**src/rtl/mem_defs.sv**
```systemverilog
// mem_defs: definitions shared by the memory arbiter, the cpu and MEM.
//   mem_cmd_e   : memory command encodings (MNONE/MREAD/MWRITE).
//   arb_state_e : arbiter FSM states (IDLE/ISSUE/WAIT/DONE).
//   cmd_for()   : maps a latched write-enable onto the command to issue.
package mem_defs;

  typedef enum logic [1:0] {
    MNONE  = 2'b00,
    MREAD  = 2'b01,
    MWRITE = 2'b10
  } mem_cmd_e;

  typedef enum logic [1:0] {
    ST_IDLE  = 2'b00,
    ST_ISSUE = 2'b01,
    ST_WAIT  = 2'b10,
    ST_DONE  = 2'b11
  } arb_state_e;

  function automatic mem_cmd_e cmd_for(input logic we);
    return we ? MWRITE : MREAD;
  endfunction

endpackage

```
**src/rtl/arb_pick.sv**
```systemverilog
// arb_pick: combinational winner selection for the two-port memory arbiter.
// Optional feature macro: MEM_ARB_ROUND_ROBIN_EN
//   defined     : on contention the port that was NOT granted last wins.
//   not defined : fixed priority, port 0 wins on contention.
// Ports:
//   req0, req1  in  : request levels of port 0 (cpu) and port 1 (loader)
//   last_grant  in  : port granted most recently (only used with round robin)
//   any_req     out : at least one port is requesting
//   winner      out : selected port (0 or 1); 0 when nobody requests
module arb_pick (
  input  logic req0,
  input  logic req1,
  input  logic last_grant,
  output logic any_req,
  output logic winner
);

  assign any_req = req0 | req1;

`ifdef MEM_ARB_ROUND_ROBIN_EN
  // A lone requester always wins; on contention the pointer decides.
  assign winner = (req0 && req1) ? ~last_grant : req1;
`else
  logic unused_last_grant;
  assign unused_last_grant = last_grant;
  // Port 1 only wins when port 0 is idle.
  assign winner = ~req0 & req1;
`endif

endmodule

```
**src/rtl/mem_arbiter.sv**
```systemverilog
// mem_arbiter: two-port arbiter/sequencer in front of the single
// synchronous-read data memory. One transaction at a time, 4 cycles each:
// IDLE (sample/grant) -> ISSUE (command on bus) -> WAIT (read data returns)
// -> DONE (ack pulse) -> IDLE.
// Optional feature macro: MEM_ARB_ROUND_ROBIN_EN (round-robin on contention,
// see arb_pick); without it port 0 has fixed priority.
// Ports:
//   clk, reset              : clock, synchronous active-high reset
//   reqN/weN/addrN/wdataN   : port N request level, write enable, address, data
//   ackN                    : one-cycle completion pulse for port N
//   rdataN                  : port N read data, valid with ackN and held
//   mem_cmd/mem_addr/mem_wdata : command bus to MEM (registered sources only)
//   mem_rdata               : MEM read data, valid the cycle after MREAD
//   busy                    : FSM not in IDLE
//   grant                   : owner of the current/last transaction
module mem_arbiter
  import mem_defs::*;
#(
  parameter int ADDR_W = 8,
  parameter int DATA_W = 16
) (
  input  logic              clk,
  input  logic              reset,
  input  logic              req0,
  input  logic              we0,
  input  logic [ADDR_W-1:0] addr0,
  input  logic [DATA_W-1:0] wdata0,
  output logic              ack0,
  output logic [DATA_W-1:0] rdata0,
  input  logic              req1,
  input  logic              we1,
  input  logic [ADDR_W-1:0] addr1,
  input  logic [DATA_W-1:0] wdata1,
  output logic              ack1,
  output logic [DATA_W-1:0] rdata1,
  output logic [1:0]        mem_cmd,
  output logic [ADDR_W-1:0] mem_addr,
  output logic [DATA_W-1:0] mem_wdata,
  input  logic [DATA_W-1:0] mem_rdata,
  output logic              busy,
  output logic              grant
);

  arb_state_e        state_q, state_d;
  logic              grant_q, grant_d;
  logic              we_q, we_d;
  logic [ADDR_W-1:0] addr_q, addr_d;
  logic [DATA_W-1:0] wdata_q, wdata_d;
  logic [DATA_W-1:0] rdata0_q, rdata0_d;
  logic [DATA_W-1:0] rdata1_q, rdata1_d;

  logic any_req;
  logic winner;
  logic last_grant;

`ifdef MEM_ARB_ROUND_ROBIN_EN
  logic ptr_q, ptr_d;

  assign last_grant = ptr_q;

  // Pointer follows every grant so the other port wins the next contention.
  always_comb begin
    ptr_d = ptr_q;
    if (state_q == ST_IDLE && any_req) begin
      ptr_d = winner;
    end
  end

  always_ff @(posedge clk) begin
    if (reset) begin
      ptr_q <= 1'b0;
    end else begin
      ptr_q <= ptr_d;
    end
  end
`else
  assign last_grant = 1'b0;
`endif

  arb_pick u_arb_pick (
    .req0       (req0),
    .req1       (req1),
    .last_grant (last_grant),
    .any_req    (any_req),
    .winner     (winner)
  );

  always_comb begin
    state_d  = state_q;
    grant_d  = grant_q;
    we_d     = we_q;
    addr_d   = addr_q;
    wdata_d  = wdata_q;
    rdata0_d = rdata0_q;
    rdata1_d = rdata1_q;
    case (state_q)
      ST_IDLE: begin
        if (any_req) begin
          // Latch the winner's request so requesters may change afterwards
          // without disturbing the command bus.
          grant_d = winner;
          we_d    = winner ? we1    : we0;
          addr_d  = winner ? addr1  : addr0;
          wdata_d = winner ? wdata1 : wdata0;
          state_d = ST_ISSUE;
        end
      end
      ST_ISSUE: state_d = ST_WAIT;
      ST_WAIT: begin
        // MEM read data arrives the cycle after MREAD, i.e. during WAIT.
        if (!we_q) begin
          if (grant_q) begin
            rdata1_d = mem_rdata;
          end else begin
            rdata0_d = mem_rdata;
          end
        end
        state_d = ST_DONE;
      end
      ST_DONE: state_d = ST_IDLE;
      default: state_d = ST_IDLE;
    endcase
  end

  always_ff @(posedge clk) begin
    if (reset) begin
      state_q  <= ST_IDLE;
      grant_q  <= 1'b0;
      we_q     <= 1'b0;
      addr_q   <= '0;
      wdata_q  <= '0;
      rdata0_q <= '0;
      rdata1_q <= '0;
    end else begin
      state_q  <= state_d;
      grant_q  <= grant_d;
      we_q     <= we_d;
      addr_q   <= addr_d;
      wdata_q  <= wdata_d;
      rdata0_q <= rdata0_d;
      rdata1_q <= rdata1_d;
    end
  end

  // Command bus decoded from the current-state register only, so a write in
  // ISSUE still reaches memory even if reset is sampled in that same cycle.
  assign mem_cmd   = (state_q == ST_ISSUE) ? cmd_for(we_q) : MNONE;
  assign mem_addr  = addr_q;
  assign mem_wdata = wdata_q;

  assign ack0   = (state_q == ST_DONE) && !grant_q;
  assign ack1   = (state_q == ST_DONE) &&  grant_q;
  assign rdata0 = rdata0_q;
  assign rdata1 = rdata1_q;
  assign busy   = (state_q != ST_IDLE);
  assign grant  = grant_q;

endmodule

```
**config.mk**
```make
export PLATFORM = sky130hd
export DESIGN_NAME = mem_arbiter
export DESIGN_NICKNAME = d
export VERILOG_FILES = /design/src/rtl/mem_defs.sv /design/src/rtl/arb_pick.sv /design/src/rtl/mem_arbiter.sv
export SDC_FILE = /design/constraint.sdc
export NUM_CORES = 1
export LEC_CHECK = 0
export ABC_AREA = 1
export BUFFER_PORTS_ARGS = -buffer_cell sky130_fd_sc_hd__buf_2
export CAP_MARGIN = 40
export CORE_MARGIN = 2
export CORE_UTILIZATION = 40
export DETAILED_ROUTE_END_ITERATION = 10
export GPL_ROUTABILITY_DRIVEN = 0
export PLACE_DENSITY = 0.71
export SLEW_MARGIN = 20
export SYNTH_ARGS = -nofsm -noshare
export SYNTH_HDL_FRONTEND = slang
export SYNTH_SLANG_ARGS = --single-unit
```
**constraint.sdc**
```tcl
create_clock -name clk -period 2.3 [get_ports clk]
set_input_delay 0.115 -clock clk [delete_from_list [all_inputs] [get_ports clk]]
set_output_delay 0.115 -clock clk [all_outputs]
set_load 0.03 [all_outputs]
```
# Word level (Yosys, flattened, before mapping)
# Cells that the tools add are included.
[word_totals]
output_inout_bits = 62
regBits = 60
input_bits = 70
wordCells = 31
[op_classes]
n_reduce_logical = 8
mux = 7
n_eq_ne = 4
bitwise_logic = 5
[ops]
columns = ["op", "n"]
rows = [
  ["$mux 16", 1],
  ["$mux 8", 1],
  ["$pmux 2 s4", 1],
  ["$mux 2", 3],
  ["$reduce_and 3->1", 2],
  ["$eq 2x2->1 const B", 2],
  ["$not 1->1", 3],
  ["$eq 2x1->1 const B", 1],
  ["$logic_and 1x1->1", 2],
  ["$logic_not 2->1", 1],
  ["$ne 2x2->1 const B", 1],
  ["$reduce_and 2->1", 1],
  ["$reduce_bool 2->1", 1],
  ["$and 1x1->1", 1],
  ["$logic_not 1->1", 1],
  ["$mux 1", 1],
  ["$or 1x1->1", 1],
]

# Longest topological paths before layout
# Gate-level depths: netlist (run 1).
[logic_depth]
word_depth = 3
depth_mapped = 8
ltp_nobuf = 7

# Cells and area by module
# A second synthesis (run 1) with hierarchy kept.
[hier_totals]
hier_cells = 460
area_unflattened_um2 = 2904.0
[by_module_without_submodules]
columns = ["module", "cells_each", "instances", "area_per_inst_um2"]
rows = [
  ["mem_arbiter", 456, 1, 2889.0],
  ["arb_pick", 4, 1, 15.0],
]

# Worst setup path before layout (run 1)
# No wires, ideal clock.
[synth_path]
path_type = "register -> register"
from = "register state_q[0]"
to = "register addr_q[0] (netlist: mem_addr[0])"
arrival_ps = 1188
stages_incl_launch_ff = 9
n_path_buf = 1
slack_ps = 1001
required_time_ps = 2189
path_cell_list = "dfxtp_1 inv_1 ha_1 inv_2 nor2_4 buf_6 nand2_1 nor2_1 nor2_1"
[synth_via]
elab_chain_cells = 2
[synth_lines]
columns = ["element", "line", "text"]
rows = [
  ["start: declaration", "mem_arbiter.sv:44", "arb_state_e state_q, state_d;"],
  ["start signal: assignment", "mem_arbiter.sv:135", "state_q <= state_d;"],
  ["$logic_not 2->1", "mem_arbiter.sv:96", "case (state_q)"],
  ["$reduce_and 2->1 (no line)", "--", ""],
  ["end signal: assignment", "mem_arbiter.sv:138", "addr_q <= addr_d;"],
  ["end: declaration", "mem_arbiter.sv:47", "logic [ADDR_W-1:0] addr_q, addr_d;"],
]
# Every way passes these cells.
# A chain may end at the register's enable or synchronous reset.

# Worst setup path after layout (run 1)
[layout_path]
from = "register state_q[1]"
to = "register wdata_q[12] (netlist: mem_wdata[12])"
[layout_via]
elab_chain_cells = 2
[layout_lines]
columns = ["element", "line", "text"]
rows = [
  ["$logic_not 2->1", "mem_arbiter.sv:96", ""],
  ["$reduce_and 2->1 (no line)", "--", ""],
  ["end signal: assignment", "mem_arbiter.sv:139", "wdata_q <= wdata_d;"],
  ["end: declaration", "mem_arbiter.sv:48", "logic [DATA_W-1:0] wdata_q, wdata_d;"],
]
# Every way passes these cells.

==> flow_summary.ini, run 1 <==
[floorplan]
io_pins = 132
die_h_um = 87.3
core_sq_um = 6760
die_area_sq_um = 7620
die_w_um = 87.3
start_util_pct = 41.1
placementRows = 30

[hold_path]
min_to = rdata0[11]
hold-path-cell-count = 3
hp-start = mem_rdata[11]
hp-class = input pin to flop

[global_routing]
grt_max_degree = 51
grt_antenna_before_repair = 0
globalRoute.totalOverflow = 0
grt_pass1_vias = 2643
grt_pass1_wl_um = 11200
grt_use_total_pct = 18.3

[yosys]
synth_mux_area_share_pct = 0
synth_edf_count = 0
synth.top_cells.by_count = nor2_1 (145), nand2_1 (106), dfxtp_1 (60), inv_1 (60), o21ai_0 (32)
synth.area.top_cells = dfxtp_1 (43%), nor2_1 (20%), nand2_1 (14%)
syn_area_sq_um = 2780
yosys.cell_count.top_type = nor2_1
synthArstFlopShare_pct = 0
yosysTopAreaCellShare_pct = 43.3
synth_cells = 439
ys_seq_area_share_pct = 43.3
synth_largest_area_cell = dfxtp_1
synth_top_family_by_area = simple AND/OR/NAND/NOR gates
syn-mean-instance-area_sq_um = 6.32
synth-xor-area-share_pct = 0
synth.distinct_cells = 19
synth_compound_area_share_pct = 6.63
yosys_register_bits = 60
syn_nets = 514
synth_ff_type = dfxtp_1
synth_simple_gate_area_share_pct = 35.3
ys_warn_count = 0
synth_fa_ha_area_share_pct = 2.25

[timing]
slew_violations = 0
finalHoldViolCount = 0
skew_ns = 0.0103
fin_setup_tns_ns = 0
period_share_pct = 73.3
worstMarginPinSlew_ns = 0.585
max_freq_ghz = 0.594
fin_hold_ws_ns = 0.0335
period_needed_ns = 1.68
relSlewSlack_pct = 60.9
setup_viol = 0
rsz0062_at_grt = false

[critical_path]
end_kind = flop
worst-setup-path-type = flop to flop
cp_max_fo = 25
timing.rr.start = state_q[1]
ff2ff_setup_slack_ns = 0.62
cp_slowest_cell = nor2_4
start_kind = flop
slowest_delay_ns = 0.48
cp.required_ns = 2.53
reg2reg_depth = 7
cp.arrival_ns = 1.91
worstReg2RegEnd = mem_wdata[12]
crit_chain = inv_1 > ha_1 > inv_2 > nor2_4 > nand2_1 > nor2_1 > nor2_1
worst_path_most_repeated_cell = nor2_1

[placement]
portBuffers = 131
dpl.hpwl_um = 4800
dp.cells = 635

[clock_network]
clk_pin_slew_ns = 0.07
tritoncts = yes
postCtsSetupBuffers = 0
ctsHoldBuffers = 1
clock_latency_ns = 0.33
clock_path_buffers = 2
numClockSinks = 60
ctsHtreeMaxLevel = 3
cts_made_buffers = 9
ctsRootBufferMaster = clkbuf_8
ctsResizeCount = 0

[detailed_routing]
antenna_left = 0
via_per_inst = 4.35
num_vias = 2836
drc = 0
wl_per_cell_um = 10.2
first_pass_iters = 4
drt_wl_total_um = 6680
drtIter0Drc = 102

[layout]
finalNonFillerCells = 652
area_growth_pct = 31.4
num_antenna_cells = 0
finalNetCount = 642
drive_above_1_share_pct = 27.3

[power]
powerDensity_nw_per_um2 = 1160
irDropWorstVdd_mv = 0.506
power.total_mw = 4.23
leakagePower_nw = 2.12

[status]
status = finished clean

[run]
drv_cap = 0
## logic make-up after synthesis
group | after synthesis
AOI/OAI and AO/OA | 36
and+or+nand+nor | 256
adders and majority gates | 5
buffers and inverters | 82
DFF | 60
## sequential cells by signal, indices dropped and copies added, names as in the netlist
signal / flops
rdata1: 16
grant: 1
we_q: 1
mem_addr: 8
state_q: 2
mem_wdata: 16
rdata0: 16
## power breakdown
part           switching (mW)  leakage [nW]  internal, mW
sequential              0.147         0.492          1.31
clock                   0.400        0.0931         0.495
combinational            1.30          1.53         0.574
## critical path: cells and delay by family (launching register included)
family	cells	cell delay (ns)
fa+ha+maj	1	0.29
buf+inv	2	0.18
simple gates	4	0.74
flops	1	0.35
## cell usage in the layout, fill, tap and decap left out, types with 2 or more instances in the layout
cell      netlist  routed
clkbuf_1        3       2
buf_2          10     131
clkinv_2        0       3
dfxtp_1        60      60
o21ai_0        32      32
buf_4           3       3
a21oi_1         2       2
clkbuf_8        0       9
inv_1          60      60
nand2_1       106     106
nand3_1         2       2
nor2_1        145     145
ha_1            5       5
inv_2           3       3
## stage by stage
stage	utilization [%]	setup slack, ns	instance area [sq um]
6_report	54.0	0.615	3650
5_1_grt	54.0	0.389	3650
3_5_place_dp	51.1	0.599	3450
3_3_place_gp	50.9	0.686	3440
4_1_cts	54.0	0.593	3650
2_1_floorplan	-	1.00	2780
## worst max-delay path by stage
stage / start / endpoint / slack (ns) / depth (start not counted)
floorplan: state_q[0] / mem_addr[0] / 1.00 / 8
global placement: state_q[0] / mem_wdata[5] / 0.69 / 7
detailed placement: state_q[0] / mem_addr[2] / 0.60 / 7
CTS: state_q[1] / mem_addr[5] / 0.59 / 7
global route: state_q[0] / mem_addr[1] / 0.39 / 7
finish: state_q[1] / mem_wdata[12] / 0.62 / 7
## routing by layer
layer	vias to the layer above	wire length [um]	global-route usage [%]
li1	1539	-	-
met1	1183	2980	20.6
met2	105	2940	31.7
met3	9	663	6.16
met4	0	94	7.41
met5	-	0	0
## layout make-up
type / instances / area [sq um]
flip-flops and latches: 60 / 1200
clock buffers: 11 / 131
fillers: 710 / 3110
well taps: 80 / 100
clock inverters: 5 / 52.6
repair buffers: 136 / 699
inverters: 63 / 236
multi-input cells: 297 / 1230
(Power assumes the default switching activity.)
==> run 2: changes to the inputs <==
--- a/config.mk
+++ b/config.mk
@@ -5,14 +5,14 @@
 export SDC_FILE = /design/constraint.sdc
 export NUM_CORES = 1
 export LEC_CHECK = 0
-export ABC_AREA = 1
+export ABC_AREA = 0
 export BUFFER_PORTS_ARGS = -buffer_cell sky130_fd_sc_hd__buf_2
 export CAP_MARGIN = 40
 export CORE_MARGIN = 2
 export CORE_UTILIZATION = 40
 export DETAILED_ROUTE_END_ITERATION = 10
 export GPL_ROUTABILITY_DRIVEN = 0
-export PLACE_DENSITY = 0.71
+export PLACE_DENSITY = 0.73
 export SLEW_MARGIN = 20
 export SYNTH_ARGS = -nofsm -noshare
 export SYNTH_HDL_FRONTEND = slang
==> constraint.sdc (replaced) <==
create_clock -name clk -period 1.7 [get_ports clk]
set_input_delay 0.085 -clock clk [delete_from_list [all_inputs] [get_ports clk]]
set_output_delay 0.085 -clock clk [all_outputs]
set_load 0.03 [all_outputs]
==> run 2 against run 1 <==
Compared with the run above:
- global-route usage is 0.48 points higher
- core utilization is 5.9 points higher
- critical path depth fell by 1
- hold slack got worse by 0.024 ns
- clock skew is 0.0050 ns lower
- fmax grew 7.7%
- critical path type unchanged
- critical endpoint is now mem_wdata[8]
- highest routed layer unchanged
==> flow_summary.ini, run 2 <==
[yosys]
synth_largest_area_cell = dfxtp_1
synth_ff_type = dfxtp_1
synthArstFlopShare_pct = 0
synth_cells = 307
synth_edf_count = 0
syn_area_sq_um = 2450
syn-mean-instance-area_sq_um = 7.99
synth.area.top_cells = dfxtp_1 (49%), nand2_1 (17%), a311oi_1 (8.9%)
yosys.cell_count.top_type = nand2_1
yosys_register_bits = 60
ys_warn_count = 0
ys_seq_area_share_pct = 49.0
synth.top_cells.by_count = nand2_1 (114), dfxtp_1 (60), a21oi_1 (33)
synth.distinct_cells = 26
syn_nets = 382
yosysTopAreaCellShare_pct = 49.0

[timing]
finalHoldViolCount = 0
slew_violations = 0
period_share_pct = 92.0
relSlewSlack_pct = 62.3
period_needed_ns = 1.56
setup_viol = 0
skew_ns = 0.00527
worstMarginPinSlew_ns = 0.565
rsz0062_at_grt = false
fin_setup_tns_ns = 0
max_freq_ghz = 0.639

[placement]
portBuffers = 131
dpl.hpwl_um = 4380
dp.cells = 496

[critical_path]
start_kind = flop
end_kind = flop
cp.arrival_ns = 1.79
cp_max_fo = 25
worst-setup-path-type = flop to flop
cp.required_ns = 1.92

[clock_network]
clk_pin_slew_ns = 0.06
ctsRootBufferMaster = clkbuf_8
cts_made_buffers = 9
clock_path_buffers = 2
numClockSinks = 60
ctsHtreeMaxLevel = 3
tritoncts = yes
clock_latency_ns = 0.33

[detailed_routing]
num_vias = 2569
first_pass_iters = 4
wl_per_cell_um = 12.4
drt_wl_total_um = 6560
via_per_inst = 4.87
drc = 0
drtIter0Drc = 68
antenna_left = 0

[floorplan]
placementRows = 28
start_util_pct = 41.4
io_pins = 132
die_h_um = 82.3
die_area_sq_um = 6770
core_sq_um = 5920
die_w_um = 82.3

[layout]
mostFrequentLayoutCells = buf_2 (131), nand2_1 (114), dfxtp_1 (60), a21oi_1 (33), nor2_1 (27)
area_growth_pct = 44.6
seq_area_sq_um = 1200
layout_commonest_cell = buf_2
drive_above_1_share_pct = 34.4
multi_input_area_sq_um = 1100
finalNetCount = 523
fill_cells = 582
num_antenna_cells = 0
finalNonFillerCells = 528

[global_routing]
globalRoute.totalOverflow = 0
grt_max_degree = 51
grt_antenna_before_repair = 0
grt_pass1_wl_um = 9750
grt_use_total_pct = 18.8
grt_pass1_vias = 2210

[power]
powerDensity_nw_per_um2 = 1630
power.total_mw = 5.77
irDropWorstVdd_mv = 0.805
leakagePower_nw = 1.68

[run]
drv_cap = 0

[status]
status = finished clean

[hold_path]
hp-class = input pin to flop
==> run 2: cell types whose count changed after synthesis, sizes merged, moves of 2 or more <==
cell    change
and2        +2
nor2      -119
clkbuf      +6
nand3       -3
a21oi      +31
a211oi      +2
a311oi     +25
nand2       +7
nor3b       +2
o21ai      -34
inv        -60
nor2b       +2
==> run 2: cell families (layout without fill, tap and decap cells) <==
group | after synthesis | after routing | synth area share, %
flip-flops | 60 | 60 | 49.0
AO/OA/AOI/OAI | 61 | 61 | 16.6
buffers and inverters | 27 | 173 | 6.28
AND/OR/NAND/NOR | 153 | 153 | 25.2
multiplexers | 1 | 1 | 0.408
adder cells (fa/ha/maj) | 5 | 5 | 2.55
==> run 2: final timing paths <==
| check | start | endpoint | slack (ns) | depth (start not counted) |
|---|---|---|---|---|
| setup / recovery | state_q[0] | mem_wdata[8] | 0.14 | 6 |
| hold / removal | mem_rdata[10] | rdata1[10] | 0.009 | 3 |
| setup reg to reg | state_q[0] | mem_wdata[8] | 0.14 | 6 |
| hold reg to reg | rdata0[7] | rdata0[7] | 0.45 | 2 |
==> run 2: routing by layer <==
metal  wire length [um]  track usage, %  up-vias
li1                   -               -     1307
met4                102            9.50        0
met5                  0               0        -
met2               2940            30.5      120
met3                612            6.20       10
met1               2900            22.2     1132
==> run 2: final cells by class <==
type                            count  share of cell area (%)
Timing Repair Buffer              154                    25.6
Tap cell                           75                    2.65
Sequential cell                    60                    33.9
Clock inverter                      5                    2.82
Multi-Input combinational cell    220                    31.0
Clock buffer                       11                    3.71
Inverter                            3                   0.318
==> run 2: power by group <==
| part | switching (mW) | internal (mW) | total [mW] |
|---|---|---|---|
| registers | 0.197 | 1.75 | 1.94 |
| clock network | 0.537 | 0.970 | 1.51 |
| logic | 1.52 | 0.806 | 2.33 |
| total | 2.25 | 3.52 | 5.77 |
==> run 2: worst max-delay path, stage by stage (launching register included) <==
cell and delay [ns]:
dfxtp_1 0.35, inv_1 0.11, ha_1 0.26, o21a_2 0.23, buf_12 0.18, nor2_1 0.05
a311oi_1 0.26
==> run 2: timing repair <==
action	in CTS	in global routing
resized for setup	0	2
endpoints found under the hold margin	23	0
hold buffers	15	0
setup buffers	0	0
endpoints found under the setup margin	0	2
==> run 2: stage by stage <==
step	setup slack [ns]	cell area (sq um)	utilization [%]	hold slack, ns
global route	0.0180	3550	59.9	0.00856
finish	0.136	3550	59.9	0.00907
floorplan	0.233	2450	-	0.181
detailed placement	0.128	3140	53.0	0.344
CTS	0.103	3520	59.4	0.000364
global placement	0.225	3140	53.0	0.338
